File: config.mk
export PLATFORM = sky130hd
export DESIGN_NAME = bola_colisao
export DESIGN_NICKNAME = d
export VERILOG_FILES = /design/src/rtl/bola_colisao.sv
export SDC_FILE = /design/constraint.sdc
export NUM_CORES = 1
export LEC_CHECK = 0
export BUFFER_PORTS_ARGS = -buffer_cell sky130_fd_sc_hd__buf_2
export CAP_MARGIN = 40
export CORE_ASPECT_RATIO = 1.1
export CORE_MARGIN = 3
export CORE_UTILIZATION = 62
export CTS_BUF_LIST = sky130_fd_sc_hd__clkbuf_2
export DETAILED_ROUTE_END_ITERATION = 8
export GPL_ROUTABILITY_DRIVEN = 0
export PLACE_DENSITY = 0.83
export SYNTH_ARGS = -nofsm -noshare
export SYNTH_HDL_FRONTEND = slang
export SYNTH_SLANG_ARGS = --single-unit
File: constraint.sdc
create_clock -name clock -period 10.8 [get_ports clock]
set_input_delay 1.08 -clock clock [delete_from_list [all_inputs] [get_ports clock]]
set_output_delay 1.08 -clock clock [all_outputs]
set_load 0.05 [all_outputs]
File: src/rtl/bola_colisao.sv
// Breakout ball motion and collision stage: moves the ball once per tick, bounces it off
// walls, paddle and block grid, and keeps the block bitmap plus the hit/miss event pulses.
module bola_colisao #(
    parameter int unsigned H_RES    = 640,
    parameter int unsigned V_RES    = 480,
    parameter int unsigned BALL     = 8,
    parameter int unsigned PAD_W    = 64,
    parameter int unsigned PAD_Y    = 440,
    parameter int unsigned COLS     = 10,
    parameter int unsigned ROWS     = 4,
    parameter int unsigned BLK_TOP  = 32,
    parameter int unsigned SERVE_X  = 316,
    parameter int unsigned SERVE_Y  = 300,
    parameter int unsigned TICK_DIV = 416667
) (
    input  logic                 clock,
    input  logic                 reset,
    input  logic                 start,
    input  logic [9:0]           paddle_x,
    output logic [9:0]           ball_x,
    output logic [9:0]           ball_y,
    output logic [ROWS*COLS-1:0] blocos,
    output logic                 hit_block,
    output logic                 endgame_ball,
    output logic                 venceu
);

    localparam int unsigned NB = ROWS * COLS;
    localparam int unsigned CW = (TICK_DIV > 1) ? $clog2(TICK_DIV) : 1;
    localparam int unsigned SW = 12;

    localparam logic signed [SW-1:0] S_ONE  = SW'(1);
    localparam logic signed [SW-1:0] S_HALF = SW'(BALL / 2);
    localparam logic signed [SW-1:0] S_BALL = SW'(BALL);
    localparam logic signed [SW-1:0] S_HRES = SW'(H_RES);
    localparam logic signed [SW-1:0] S_VRES = SW'(V_RES);
    localparam logic signed [SW-1:0] S_PADW = SW'(PAD_W);
    localparam logic signed [SW-1:0] S_PADY = SW'(PAD_Y);
    localparam logic signed [SW-1:0] S_COLS = SW'(COLS);
    localparam logic signed [SW-1:0] S_BTOP = SW'(BLK_TOP);
    localparam logic signed [SW-1:0] S_BBOT = SW'(BLK_TOP + ROWS * 16);

    typedef enum logic [1:0] {ESPERA, JOGANDO, PERDEU, VENCEU} state_t;

    state_t            state, state_nxt;
    logic              dx_pos, dy_pos, dx_nxt, dy_nxt;
    logic [9:0]        x_nxt, y_nxt;
    logic [NB-1:0]     blocos_nxt, blk_mask;
    logic              hit_nxt, end_nxt;
    logic [CW-1:0]     cnt;
    logic              tick;

    logic signed [SW-1:0] nx, ny, cx, cy, px, blk_idx;
    logic                 x_bounce, in_grid, blk_hit, pad_hit, top_hit, bot_hit;

    // Free-running movement tick divider
    assign tick = (cnt == CW'(TICK_DIV - 1));

    always_ff @(posedge clock or negedge reset) begin
        if (!reset)    cnt <= '0;
        else if (tick) cnt <= '0;
        else           cnt <= cnt + CW'(1);
    end

    // Candidate next position and the collision tests against it
    always_comb begin
        nx       = $signed({2'b00, ball_x}) + (dx_pos ? S_ONE : -S_ONE);
        ny       = $signed({2'b00, ball_y}) + (dy_pos ? S_ONE : -S_ONE);
        cx       = nx + S_HALF;
        cy       = ny + S_HALF;
        px       = $signed({2'b00, paddle_x});
        x_bounce = nx[SW-1] || (nx + S_BALL > S_HRES);
        in_grid  = (cy >= S_BTOP) && (cy < S_BBOT);
        blk_idx  = ((cy - S_BTOP) >>> 4) * S_COLS + (cx >>> 6);
        pad_hit  = dy_pos && (ny + S_BALL == S_PADY) && (px <= cx) && (cx < px + S_PADW);
        top_hit  = ny[SW-1];
        bot_hit  = (ny + S_BALL > S_VRES);
    end

    // One-hot select of the grid cell under the ball centre
    always_comb begin
        blk_mask = '0;
        for (int unsigned i = 0; i < NB; i++) begin
            if (in_grid && (blk_idx == $signed(SW'(i)))) blk_mask[i] = 1'b1;
        end
    end

    assign blk_hit = |(blocos & blk_mask);

    always_comb begin
        state_nxt  = state;
        x_nxt      = ball_x;
        y_nxt      = ball_y;
        dx_nxt     = dx_pos;
        dy_nxt     = dy_pos;
        blocos_nxt = blocos;
        hit_nxt    = 1'b0;
        end_nxt    = 1'b0;
        case (state)
            ESPERA: begin
                x_nxt  = 10'(SERVE_X);
                y_nxt  = 10'(SERVE_Y);
                dx_nxt = 1'b1;
                dy_nxt = 1'b0;
                if (start) state_nxt = JOGANDO;
            end
            JOGANDO: begin
                if (blocos == '0) begin
                    state_nxt = VENCEU;
                end else if (tick && start) begin
                    if (x_bounce) dx_nxt = !dx_pos;
                    else          x_nxt  = nx[9:0];
                    // y-axis priority: block, paddle, top wall, bottom miss, free move
                    if (blk_hit) begin
                        blocos_nxt = blocos & ~blk_mask;
                        dy_nxt     = !dy_pos;
                        hit_nxt    = 1'b1;
                    end else if (pad_hit) begin
                        dy_nxt = 1'b0;
                    end else if (top_hit) begin
                        dy_nxt = 1'b1;
                    end else if (bot_hit) begin
                        end_nxt   = 1'b1;
                        state_nxt = PERDEU;
                        x_nxt     = 10'(SERVE_X);
                        y_nxt     = 10'(SERVE_Y);
                        dx_nxt    = 1'b1;
                        dy_nxt    = 1'b0;
                    end else begin
                        y_nxt = ny[9:0];
                    end
                end
            end
            PERDEU: begin
                if (!start) state_nxt = ESPERA;
            end
            VENCEU: begin
                state_nxt = VENCEU;
            end
            default: state_nxt = ESPERA;
        endcase
    end

    always_ff @(posedge clock or negedge reset) begin
        if (!reset) begin
            state        <= ESPERA;
            ball_x       <= 10'(SERVE_X);
            ball_y       <= 10'(SERVE_Y);
            dx_pos       <= 1'b1;
            dy_pos       <= 1'b0;
            blocos       <= '1;
            hit_block    <= 1'b0;
            endgame_ball <= 1'b0;
            venceu       <= 1'b0;
        end else begin
            state        <= state_nxt;
            ball_x       <= x_nxt;
            ball_y       <= y_nxt;
            dx_pos       <= dx_nxt;
            dy_pos       <= dy_nxt;
            blocos       <= blocos_nxt;
            hit_block    <= hit_nxt;
            endgame_ball <= end_nxt;
            venceu       <= (state_nxt == VENCEU);
        end
    end

endmodule

### Word level (Yosys, flattened, before mapping)

Index checks and enable logic that the tools add are counted.

* bits in registers: 86
* bits in latches: 0
* bits in writable memories: 0
* memory bits (read-only): 0
* bits of input ports: 13
* output and inout port bits: 63
* logic and storage cells: 232
* memories kept: 0

* add/subtract/negate cells: 10
* multiply operators: 1
* div/mod/pow operators: 0
* order comparisons: 6
* equal/unequal tests: 51
* shifts and indexed selects: 0
* mux-type cells: 93
* bitwise gates (word level): 4
* reduce and logical (&&, ||, !) cells: 57

Operators with widths (number)
* $eq A12 B6 Y1 const B: 16
* $mux W10: 13
* $eq A12 B5 Y1 const B: 8
* $eq A12 B7 Y1 const B: 8
* $and A40 B40 Y40: 2
* $mux W1: 64
* $eq A12 B4 Y1 const B: 4
* $logic_and A1 B1 Y1: 45
* $logic_not A40 Y1: 1
* $not A40 Y40: 1
* $pmux W10 S2: 2
* $reduce_or A40 Y1: 1
* $add A11 B12 Y12: 2
* $add A12 B4 Y12 const B: 2
* $add A12 B5 Y12 const B: 2
* $eq A12 B3 Y1 const B: 2
* $mux W12: 2
* $add A19 B1 Y19 const B: 1
* $eq A19 B19 Y1 const B: 1
* $mux W19: 1
* $mux W2: 8
* $add A12 B6 Y12: 1
* $eq A12 B10 Y1 const B: 1
* $eq A12 B2 Y1 const B: 1
* other kinds (24): 33

### Longest topological paths before layout

* depth after elaboration: 16
* depth in mapped cells: 37

### Least setup slack after synthesis

Ideal clock, no wire load.

* path type: register -> register
* start: register ball_y[0]
* end: register blocos[10]
* data arrival time: 7792 ps
* required time: 10718 ps
* slack: 2926 ps
* stages on the path, launching flop included: 32
* period minus slack after synthesis: 7874 ps
* cell sequence: dfrtp_1 > fa_1 > a211oi_1 > o21bai_1 > xnor2_1 > ha_1 > nand2_1 > xnor2_1 > ha_1 > xnor2_1 > xnor2_1 > ha_1 > ha_1 > fa_1 > a21o_1 > a21oi_1 > o21bai_1 > a21oi_1 > xnor2_1 > ha_1 > or3_1 > a21boi_0 > mux2i_1 > or3_1 > nor4_1 > a221oi_1 > and4b_1 > nor3_2 > buf_6 > nand3_2 > buf_2 > o31a_1

* longest elaborated chain between the ends: 11
* elaborated cells between the ends (all ways): 133
* classes of those cells: add/sub (4); mul (1); order compare (2); eq/ne (39); mux (40); bitwise (3); reduce/logical (44)

Ends and longest elaborated chain
* start: declaration: RTL line 21 `output logic [9:0] ball_y,`
* start signal: assignment: RTL line 148 `ball_y <= 10'(SERVE_Y);`
* start signal: assignment: RTL line 158 `ball_y <= y_nxt;`
* $add A11 B12 Y12 (*): RTL line 68 `ny = $signed({2'b00, ball_y}) + (dy_pos ? S_ONE : -S_ONE);`
* $add A12 B4 Y12 (*): RTL line 70 `cy = ny + S_HALF;`
* $sub A12 B7 Y12: RTL line 74 `blk_idx = ((cy - S_BTOP) >>> 4) * S_COLS + (cx >>> 6);`
* $mul A8 B4 Y11: RTL line 74
* $add A12 B6 Y12: RTL line 74
* $eq A12 B2 Y1, or another cell as far along: RTL line 84 `if (in_grid && (blk_idx == $signed(SW'(i)))) blk_mask[i] = 1'b1;`
* $logic_and A1 B1 Y1: RTL line 84
* $mux W1: RTL line 84
* $and A40 B40 Y40: RTL line 88 `assign blk_hit = |(blocos & blk_mask);`
* $reduce_or A40 Y1: RTL line 88
* $reduce_and A4 Y1 (no source line)
* end signal: assignment: RTL line 161 `blocos <= blocos_nxt;`
* end: declaration: RTL line 22 `output logic [ROWS*COLS-1:0] blocos,`

Every way passes the cells marked *; elsewhere a longest branch is shown, timed or not.
A chain may end at the register's enable or synchronous reset.

### Final worst setup path

* start: register dy_pos
* end: register blocos[30]

* longest elaborated chain between the ends: 12
* elaborated cells between the ends (all ways): 134
* classes of those cells: add/sub (4); mul (1); order compare (2); eq/ne (39); mux (41); bitwise (3); reduce/logical (44)

Ends and longest elaborated chain
* start: declaration: RTL line 46 `logic dx_pos, dy_pos, dx_nxt, dy_nxt;`
* start signal: assignment: RTL line 160 `dy_pos <= dy_nxt;`
* $mux W12 (*): RTL line 68
* $add A11 B12 Y12 (*): RTL line 68
* $add A12 B4 Y12 (*): RTL line 70
* $sub A12 B7 Y12: RTL line 74
* $mul A8 B4 Y11: RTL line 74
* $add A12 B6 Y12: RTL line 74
* $eq A12 B2 Y1, or another cell as far along: RTL line 84
* $logic_and A1 B1 Y1: RTL line 84
* $mux W1: RTL line 84
* $and A40 B40 Y40: RTL line 88
* $reduce_or A40 Y1: RTL line 88
* $reduce_and A4 Y1 (no source line)

Marks and branches as above.

==> summary.md <==
| Metric | Value |
|---|---|
| Hold Buf Count CTS | 0 |
| Fraction of layout cells with a size suffix above 1 | a little under a fifth |
| Setup TNS | 0 ps |
| GRT Residual Overflow | 0 |
| Worst vdd ir | ~0.000084 V |
| Most used DFF post-synth | dfstp_2 |
| Total power | 642.5 uW |
| Drt wl/cell | 18.25 microns |
| CTS tree | done |
| Hold Crit Class | in -> async |
| Required time of the worst setup path | roughly 11000 ps |
| Cell row count | 42 |
| Headroom to the max-slew limit | between 30% and 40% |
| Vias | around 7000 |
| Final Max Slew Viols | 0 |
| F_max | 110.4 MHz |
| Crit start category | flip-flop |
| First-pass GRT wire length | 33420 microns |
| Slowest stage delay, CP | 540 ps |
| Status | completed |
| Max_cap viols | 0 |
| Area Overhead vs Synth | 7.718% |
| Post-Syn Nets | between 900 and 1000 |
| Final cycle utilization of the critical path | 83.89% |
| Unrepaired setup endpoints after global routing | no |
| CTS Buffer Depth | 2 |
| Worst r2r dst | blocos[30] |
| Syn avg cell area | 8.841 sq um |
| IO Count | 76 |
| Cell mode on critical path | ha_1 |
| Residual DRC | 0 |
| Critical Path Fanout Max | 13 |
| Num CTS Buffers | 9 |
| Worst setup EP type | flip-flop |
| Worst R2R Start | dy_pos |
| Drt via density | around 6.5 |
| Post-CTS Repair Setup Buffers | 0 |
| Cells after synthesis | just under 900 |
| Core Region | around 0.012 sq mm |
| Post-CTS Resized | 0 |
| Final WL | around 20000 microns |
| Cell family with most CP delay | simple AND/OR/NAND/NOR gates |
| CTS root buf | clkbuf_2 |
| Data arrival, critical path | about 9600 ps |
| Distinct cells, synth | 96 |
| Htree depth | 3 |
| Area of the die | between 0.01 and 0.015 sq mm |
| Static Leak | 0.003815 uW |
| Total of warnings raised by yosys | 0 |
| Vias in the first global route | between 6000 and 7000 |
| Slew @ Worst Pin | 914.0 ps |
| Worst R2R Setup Slack | 1740 ps |
| Number of diodes | 0 |
| Post-DP HPWL | ~16000 microns |
| CP Buf/Inv Count | 1 |
| I/O Buffers | 75 |
| Clk sinks | 86 |
| Detailed Routing Iterations Pass 1 | 5 |
| Fin nets | roughly 1000 |
| DP Area | ~0.0083 sq mm |
| Yosys reg bits | between 80 and 90 |
| Tot GR Track Use | between 20% and 30% |
| Initial DRC Count | between 500 and 600 |
| Largest net degree at the start of global routing | 50 |
| Ys async rst share | 100.0% |
| Final Hold Vio Count | 0 |
| Seq/Total Area, Yosys | 28.40% |
| Synth Cell Area | slightly below 0.008 sq mm |
| Final Setup Violations | 0 |
| FF/Latch Area | approximately 0.0022 sq mm |
| R2R depth | 30 |
| Crit path kind | reg -> reg |
| EDFF count, synth | 0 |
| PwrDens | 76.49 mW/mm^2 |
| Die width | approximately 110 microns |
| CTS clock-pin slew for the worst setup and hold paths | approximately 260 ps |
| Initial antenna violation count | 1 |
| Filler Cell Count | a little over 1000 |
| Min cycle time layout | ~9100 ps |
| Design Area, Final | roughly 0.0084 sq mm |
| Final Skew | between 30 and 40 ps |
| Worst path slowest cell | xnor2_1 |
| Clk Latency, worst-skew pair | ~560 ps |
| Area of the multi-input gates | ~0.0052 sq mm |
| Post-DRT Antenna Nets | 0 |
| Vert. Die Dim | between 100 and 150 microns |
| Initial Utilization | between 60% and 70% |
[power by group]
part           internal [uW]  leakage, uW  total, uW  switching [uW]
registers                326      0.00100        332            5.71
clock network           56.5    0.0000721        176             120
logic                   40.8      0.00274        134            93.5
total                    423      0.00381        642             219
[cells in the final DEF (no fill, tap or decap), types with 21 or more instances in the layout]
| cell type | instances |
|---|---|
| xor2_1 | 21 |
| inv_1 | 50 |
| nor4_1 | 23 |
| ha_1 | 78 |
| o21ai_0 | 31 |
| xnor2_1 | 47 |
| dfstp_2 | 50 |
| nand3_1 | 35 |
| a21oi_1 | 46 |
| nor2_1 | 65 |
| dfrtp_1 | 36 |
| nor3_1 | 21 |
| nand2_1 | 56 |
| o21a_1 | 24 |
| buf_2 | 75 |
[cell families (layout without fill, tap and decap cells)]
group	Yosys count	in the layout	synth area share, %
xor gates and xnor gates	71	71	8.424
adders and majority gates	82	82	13.54
and+or+nand+nor	298	298	20.27
muxes	13	13	1.765
AOI/OAI and AO/OA	254	254	23.17
buffers and inverters	78	148	4.429
DFF	86	86	28.40
[metal layers]
layer	GRT usage, %	share of wire (%)	routed length, microns	vias up
li1	-	-	-	3407
met1	39.50	44	8804	3366
met2	48.04	46	9305	337
met3	4.325	7.5	1518	52
met4	10.07	2.7	537	2
met5	0	0.064	13	-
[sequential cells by signal, summed over array words and instances, names as in the netlist]
| register | cells |
|---|---|
| ball_x | 10 |
| dy_pos | 1 |
| venceu | 1 |
| ball_y | 10 |
| hit_block | 1 |
| blocos | 40 |
| state | 2 |
| dx_pos | 1 |
| endgame_ball | 1 |
| cnt | 19 |
[worst max-delay path by stage]
stage / startpoint / end / depth (start not counted)
after global placement: dy_pos / blocos[29] / 30
after floorplan: ball_y[0] / blocos[10] / 31
after detailed placement: dy_pos / blocos[25] / 30
after CTS: dy_pos / blocos[30] / 30
after global routing: dy_pos / blocos[30] / 30
final: dy_pos / blocos[30] / 30
[Yosys cell counts (all sizes together), types with 25 or more instances]
| master | count | share of area, % |
|---|---|---|
| dfstp | 50 | 17 |
| o21ai | 39 | 2.5 |
| a21oi | 48 | 3.2 |
| inv | 52 | 2.5 |
| nand2 | 57 | 2.8 |
| o21a | 25 | 2.4 |
| nor4 | 26 | 2.4 |
| ha | 78 | 13 |
| dfrtp | 36 | 12 |
| xnor2 | 47 | 5.3 |
| nand3 | 36 | 2.4 |
| nor2 | 65 | 3.1 |
[through the flow]
| stage | utilization (%) | setup slack [ps] | std cells | hold WS [ps] |
|---|---|---|---|---|
| 4_1_cts | 69.19 | 1910 | 1106 | 397.1 |
| 2_1_floorplan | - | 2926 | 882 | 457.0 |
| 3_5_place_dp | 68.20 | 1910 | 1090 | 466.6 |
| 5_1_grt | 69.19 | 1124 | 1106 | 373.5 |
| 3_3_place_gp | 67.93 | 2252 | 1088 | 461.6 |
| 6_report | 69.19 | 1740 | 1106 | 428.9 |
[cell type report]
| type | instances | share of cell area [%] |
|---|---|---|
| Multi-Input combinational cell | 718 | 62.43 |
| Sequential cell | 86 | 26.37 |
| Timing Repair Buffer | 80 | 5.154 |
| Inverter | 52 | 2.324 |
| Tap cell | 154 | 2.294 |
| Clock inverter | 6 | 0.8342 |
| Clock buffer | 10 | 0.5959 |
[worst register-to-register path, delay by kind of cell (launching register included)]
kind                       cells  cell delay, ps
buffers and inverters          1             380
muxes                          1             100
DFF                            1             480
and+or+nand+nor                7            2470
AOI/OAI and AO/OA              9            1990
adders and majority gates      7            2260
xor gates and xnor gates       5            1350
No activity file was read; power rests on OpenSTA's default activity.
